File: src/rtl/fnd_pkg.sv
// Shared definitions for the FND digit-scan controller.
// Holds the state encoding, the digit value width and a counter-width helper.
package fnd_pkg;

  typedef logic [1:0] fnd_state_t;

  localparam fnd_state_t S_IDLE  = 2'd0;
  localparam fnd_state_t S_GAP   = 2'd1;
  localparam fnd_state_t S_DRIVE = 2'd2;

  localparam int DIGIT_W = 4;

  // A counter that must reach n-1 needs $clog2(n) bits; never fewer than one.
  function automatic int cnt_width(input int n);
    return (n <= 2) ? 1 : $clog2(n);
  endfunction

endpackage

File: src/rtl/fnd_com_decoder.sv
// N-way one-hot common-select decoder with configurable output polarity.
// When enable is low every common is driven to its inactive level.
module fnd_com_decoder #(
  parameter int NUM_DIGITS     = 4,
  parameter int SEL_W          = $clog2(NUM_DIGITS),
  parameter bit COM_ACTIVE_LOW = 1'b1
) (
  input  logic [SEL_W-1:0]      idx,
  input  logic                  enable,
  output logic [NUM_DIGITS-1:0] sel
);

  logic [NUM_DIGITS-1:0] onehot;

  always_comb begin
    onehot = '0;
    for (int k = 0; k < NUM_DIGITS; k++) begin
      onehot[k] = enable && (idx == SEL_W'(k));
    end
  end

  assign sel = COM_ACTIVE_LOW ? ~onehot : onehot;

endmodule

File: src/rtl/fnd_scan_ctrl.sv
// Multiplexed seven-segment digit-scan controller: walks the commons one at a
// time with an all-off gap between digits, snapshotting each digit's value.
//
// state   | meaning
// S_IDLE  | display off, index parked at 0, waiting for i_en
// S_GAP   | all commons off for GAP_CYCLES, index shows the next digit
// S_DRIVE | common[idx] active (unless blanked) for REFRESH_DIV cycles
module fnd_scan_ctrl
  import fnd_pkg::*;
#(
  parameter int NUM_DIGITS     = 4,
  parameter int SEL_W          = $clog2(NUM_DIGITS),
  parameter int REFRESH_DIV    = 100000,
  parameter int GAP_CYCLES     = 8,
  parameter bit COM_ACTIVE_LOW = 1'b1
) (
  input  logic                          i_clk,
  input  logic                          i_reset_n,
  input  logic                          i_en,
  input  logic [DIGIT_W*NUM_DIGITS-1:0] i_data,
  input  logic [NUM_DIGITS-1:0]         i_blank_mask,
  output logic [NUM_DIGITS-1:0]         o_digit_sel,
  output logic [DIGIT_W-1:0]            o_digit_val,
  output logic [SEL_W-1:0]              o_digit_idx,
  output logic                          o_frame
);

  localparam int GAP_W = cnt_width(GAP_CYCLES);
  localparam int DIV_W = cnt_width(REFRESH_DIV);

  localparam logic [GAP_W-1:0] GAP_LAST = GAP_W'(GAP_CYCLES - 1);
  localparam logic [DIV_W-1:0] DIV_LAST = DIV_W'(REFRESH_DIV - 1);
  localparam logic [SEL_W-1:0] IDX_LAST = SEL_W'(NUM_DIGITS - 1);

  fnd_state_t            state;
  fnd_state_t            state_nxt;
  logic [GAP_W-1:0]      gap_cnt;
  logic [DIV_W-1:0]      div_cnt;
  logic [SEL_W-1:0]      idx;
  logic [NUM_DIGITS-1:0] mask_q;
  logic [DIGIT_W-1:0]    digit_arr [NUM_DIGITS];
  logic                  gap_done;
  logic                  slot_done;
  logic                  com_en;

  assign gap_done  = (state == S_GAP)   && (gap_cnt == GAP_LAST);
  assign slot_done = (state == S_DRIVE) && (div_cnt == DIV_LAST);

  always_comb begin
    for (int k = 0; k < NUM_DIGITS; k++) begin
      digit_arr[k] = i_data[k*DIGIT_W +: DIGIT_W];
    end
  end

  always_ff @(posedge i_clk or negedge i_reset_n) begin
    if (!i_reset_n) begin
      state <= S_IDLE;
    end else begin
      state <= state_nxt;
    end
  end

  always_comb begin
    state_nxt = state;
    if (!i_en) begin
      state_nxt = S_IDLE;
    end else begin
      case (state)
        S_IDLE:  state_nxt = S_GAP;
        S_GAP:   if (gap_done)  state_nxt = S_DRIVE;
        S_DRIVE: if (slot_done) state_nxt = S_GAP;
        default: state_nxt = S_IDLE;
      endcase
    end
  end

  // The blank mask is re-registered every cycle so the commons decode only
  // from flops, yet a mask change still applies within the current slot.
  always_comb begin
    com_en = (state == S_DRIVE) && !mask_q[idx];
  end

  always_ff @(posedge i_clk or negedge i_reset_n) begin
    if (!i_reset_n) begin
      gap_cnt     <= '0;
      div_cnt     <= '0;
      idx         <= '0;
      mask_q      <= '0;
      o_digit_val <= '0;
      o_frame     <= 1'b0;
    end else begin
      o_frame <= 1'b0;
      mask_q  <= i_blank_mask;
      if (!i_en) begin
        idx     <= '0;
        gap_cnt <= '0;
        div_cnt <= '0;
      end else begin
        case (state)
          S_IDLE: begin
            gap_cnt <= '0;
          end
          S_GAP: begin
            if (gap_done) begin
              o_digit_val <= digit_arr[idx];
              div_cnt     <= '0;
            end else begin
              gap_cnt <= gap_cnt + 1'b1;
            end
          end
          S_DRIVE: begin
            if (slot_done) begin
              idx     <= (idx == IDX_LAST) ? '0 : idx + 1'b1;
              gap_cnt <= '0;
              o_frame <= (idx == IDX_LAST);
            end else begin
              div_cnt <= div_cnt + 1'b1;
            end
          end
          default: begin
            idx <= '0;
          end
        endcase
      end
    end
  end

  assign o_digit_idx = idx;

  fnd_com_decoder #(
    .NUM_DIGITS     (NUM_DIGITS),
    .SEL_W          (SEL_W),
    .COM_ACTIVE_LOW (COM_ACTIVE_LOW)
  ) u_com_decoder (
    .idx    (idx),
    .enable (com_en),
    .sel    (o_digit_sel)
  );

endmodule

File: config.mk
export PLATFORM = sky130hd
export DESIGN_NAME = fnd_scan_ctrl
export DESIGN_NICKNAME = d
export VERILOG_FILES = /design/src/rtl/fnd_pkg.sv /design/src/rtl/fnd_com_decoder.sv /design/src/rtl/fnd_scan_ctrl.sv
export SDC_FILE = /design/constraint.sdc
export NUM_CORES = 1
export LEC_CHECK = 0
export ABC_AREA = 0
export CAP_MARGIN = 20
export CORE_MARGIN = 2
export CORE_UTILIZATION = 50
export DETAILED_ROUTE_END_ITERATION = 10
export PLACE_DENSITY = 0.75
export SLEW_MARGIN = 20
export SYNTH_ARGS = -nofsm -noshare
export SYNTH_HDL_FRONTEND = slang
export SYNTH_SLANG_ARGS = --single-unit
File: constraint.sdc
create_clock -name i_clk -period 3 [get_ports i_clk]
set_input_delay 0.6 -clock i_clk [delete_from_list [all_inputs] [get_ports i_clk]]
set_output_delay 0.6 -clock i_clk [all_outputs]
set_load 0.05 [all_outputs]
==> results of run 1 <==
[cell type report]
class / instances / area (um^2) / share of cell area [%]
Multi-Input combinational cell: 125 / 915.9 / 41.33
Sequential cell: 33 / 825.8 / 37.27
Timing Repair Buffer: 35 / 345.3 / 15.58
Tap cell: 46 / 57.56 / 2.597
Clock buffer: 8 / 48.80 / 2.202
Inverter: 6 / 22.52 / 1.016
[routing by layer]
metal  share of wire, %  global-route usage, %
met5                  0                      0
met3                3.9                  5.282
met4                1.2                  5.585
met1                 42                  25.64
met2                 53                  35.81
[report_power, final]
part	internal, mW	switching (mW)	total, mW
Clock	0.0933	0.141	0.234
Combinational	0.0343	0.0219	0.0562
Sequential	0.449	0.00319	0.452
[synth_stat cells, types with 2 or more instances]
master	n
and4_1	3
xor2_1	3
inv_1	6
nor3_1	2
or3_1	7
or4_1	7
nand4_1	6
a32oi_1	2
a41oi_1	2
o31ai_1	6
mux2_2	6
nor2_1	9
nand2_1	13
o21ai_0	8
nand3_1	12
clkbuf_1	4
a21oi_1	15
mux4_2	5
buf_2	3
nand2b_1	2
dfrtp_1	33
ha_1	7
[per-stage QoR]
stage / std cells / hold slack [ns] / power, mW / instance area (um^2)
final: 253 / 0.5145 / 0.7427 / 2216
after detailed placement: 245 / 0.4988 / 0.5178 / 2167
after CTS: 253 / 0.5202 / 0.7472 / 2216
after global routing: 253 / 0.5488 / 0.7782 / 2216
after global placement: 245 / 0.4889 / 0.5153 / 2167
after floorplan: 172 / 0.3044 / 0.4750 / 1805
[cells by family after synthesis]
logic type / count (synthesis)
xor+xnor: 4
simple gates: 67
buf+inv: 14
fa+ha+maj: 7
flops: 33
mux: 12
compound gates: 35
[sequential cells by signal, summed over array words and instances (netlist names)]
signal	count
mask_q	4
gap_cnt	3
o_digit_val	4
state	2
o_frame	1
o_digit_idx	2
div_cnt	17
[worst max-delay path by stage]
stage | end | slack, ns
2_1_floorplan | o_digit_sel[0] | 0.32
3_3_place_gp | o_digit_sel[3] | 0.58
3_5_place_dp | o_digit_sel[1] | 0.52
4_1_cts | o_digit_sel[1] | 0.14
5_1_grt | o_digit_sel[3] | 0.02
6_report | o_digit_sel[1] | 0.15
==> impl_metrics.toml, run 1 <==
[run_status]
status = "complete, no violations"

[cts]
clk_latency_ns = 0.34
cts_hold_buf = 0
clockRootBuffer = "clkbuf_4"
htreeDepth = 2
cts_sinks = 33
cts_buffers = 5
postCtsSetupRepairBufs = 0
clkTransAtPathRegs_ns = 0.10
cts_buffer_depth = 2
postCtsResizedCells = 0
cts_tree = "built"

[synth]
async_reset_ff_share_pct = 100.0
yosysUniqueCellTypes = 33
ys.flop_type = "dfrtp_1"
netlist_area_um2 = 1805
syn_area_per_cell_um2 = 10.50
syn_inst = 172
synth_nets = 202
synth_top_area_share_pct = 45.74
ys_warn_count = 0
synthMuxAreaShare_pct = 10.53
synth_edf_count = 0
ys_seq_area_share_pct = 45.74
synthXorXnorAreaFrac_pct = 1.940
synthSimpleGateAreaFrac_pct = 21.62
synth_fa_ha_area_share_pct = 4.851
synth-seq-cells = 33
yosysTopAreaCell = "dfrtp_1"
synth_top_family_by_area = "simple AND/OR/NAND/NOR gates"
synth_area_leaders = "dfrtp_1 46%, mux4_2 6.2%, ha_1 4.9%"
synth_compound_area_share_pct = 11.78

[setup_path]
critPathLaunch = "o_digit_idx[1]"
end_kind = "output pin"
path_buf_inv = 1
cp_max_fo = 10
cp.depth = 4
rr_endpoint = "div_cnt[7]"
regToRegStartpoint = "div_cnt[0]"
r2r_cells = 5
worst_ep_required_time_ns = 2.40
worstPathArrival_ns = 2.25
rrSetupSlack_ns = 0.83
path_class = "reg2out"
worst_path_max_delay_cell = "clkdlybuf4s50_1"
critPathMaxStageDelay_ns = 0.70
crit_chain = "mux4_2 > nor2_1 > nand2_1 > clkdlybuf4s50_1"
path_delay_family = "buffers and inverters"
start_kind = "register"

[power]
p_leak_nw = 0.8762
powerDensity_nw_per_um2 = 335.2
vdd_drop_max_mv = 0.2486

[floorplan]
core_um2 = 3390
ios = 34
fp-row-count = 21
dieArea_um2 = 4108
fp.dieW_um = 64.09
fp.dieH_um = 64.09
start_util_pct = 53.27

[timing]
skew_ns = 0.008354
rsz0062_at_grt = "false"
setup_slack_ns = 0.1540
tightest_slew_ns = 0.6396
tns_ns = 0
setup_viol = 0
max_freq_ghz = 0.3514
slew_headroom_pct = 57.36
finalMaxSlewViolations = 0
min_period_over_period_pct = 94.87
hold_viol = 0
min_period_ns = 2.846

[global_route]
grt_pass1_vias = 1453
grtUsageTotal_pct = 20.68
antenna_found_initial = 0
grt_pass1_wl_um = 6603
grt_max_degree = 34
grt_overflow = 0

[drt]
antenna_left = 0
route.detailed.drc = 0
drt_pass1_iterations = 4
viasPerCell = 5.874
wl_per_cell_um = 15.47
wl_um = 3914
drt_iter0_drc = 129
num_vias = 1486

[min_path]
min_path_cells = 1
min_to = "o_digit_val[2]"
hold_path.class = "reg2reg"
min-delay-start = "o_digit_val[2]"

[place]
pre_cts_ws_ns = 0.5235
dp_hpwl_um = 2896
port_buffers = 33
gp_congestion = 0.7982

[job]
maxCapViolations = 0

[layout]
final_nets = 236
syn_to_final_growth_pct = 22.73
fillers = 267
layout-drive-gt1-share_pct = 10.63
antenna_cells = 0
fin_util_pct = 65.37
mostFrequentLayoutCells = "33 x dfrtp_1, 33 x clkdlybuf4s50_1, 15 x a21oi_1"
No activity file was read; power rests on OpenSTA's default activity.
==> run 2, diff against run 1 <==
==> constraint.sdc (replaced) <==
create_clock -name i_clk -period 3 [get_ports i_clk]
set_input_delay 0.45 -clock i_clk [delete_from_list [all_inputs] [get_ports i_clk]]
set_output_delay 0.45 -clock i_clk [all_outputs]
set_load 0.05 [all_outputs]
==> results of run 2 <==
Same layout as run 1 (identical final DEF). Status: complete, no violations.
Among the figures that moved: setup slack after placement 0.5235 ns -> 0.6735 ns; setup slack after layout 0.1540 ns -> 0.3040 ns; hold slack 0.5145 ns -> 0.5024 ns
==> run 3, diff against run 2 <==
CTS_CLUSTER_SIZE = 20   (was unset)
==> results of run 3 <==
Same layout as run 1 (identical final DEF). Status: complete, no violations.
Among the figures that moved: setup slack after placement 0.5235 ns -> 0.6735 ns; setup slack after layout 0.1540 ns -> 0.3040 ns; hold slack 0.5145 ns -> 0.5024 ns
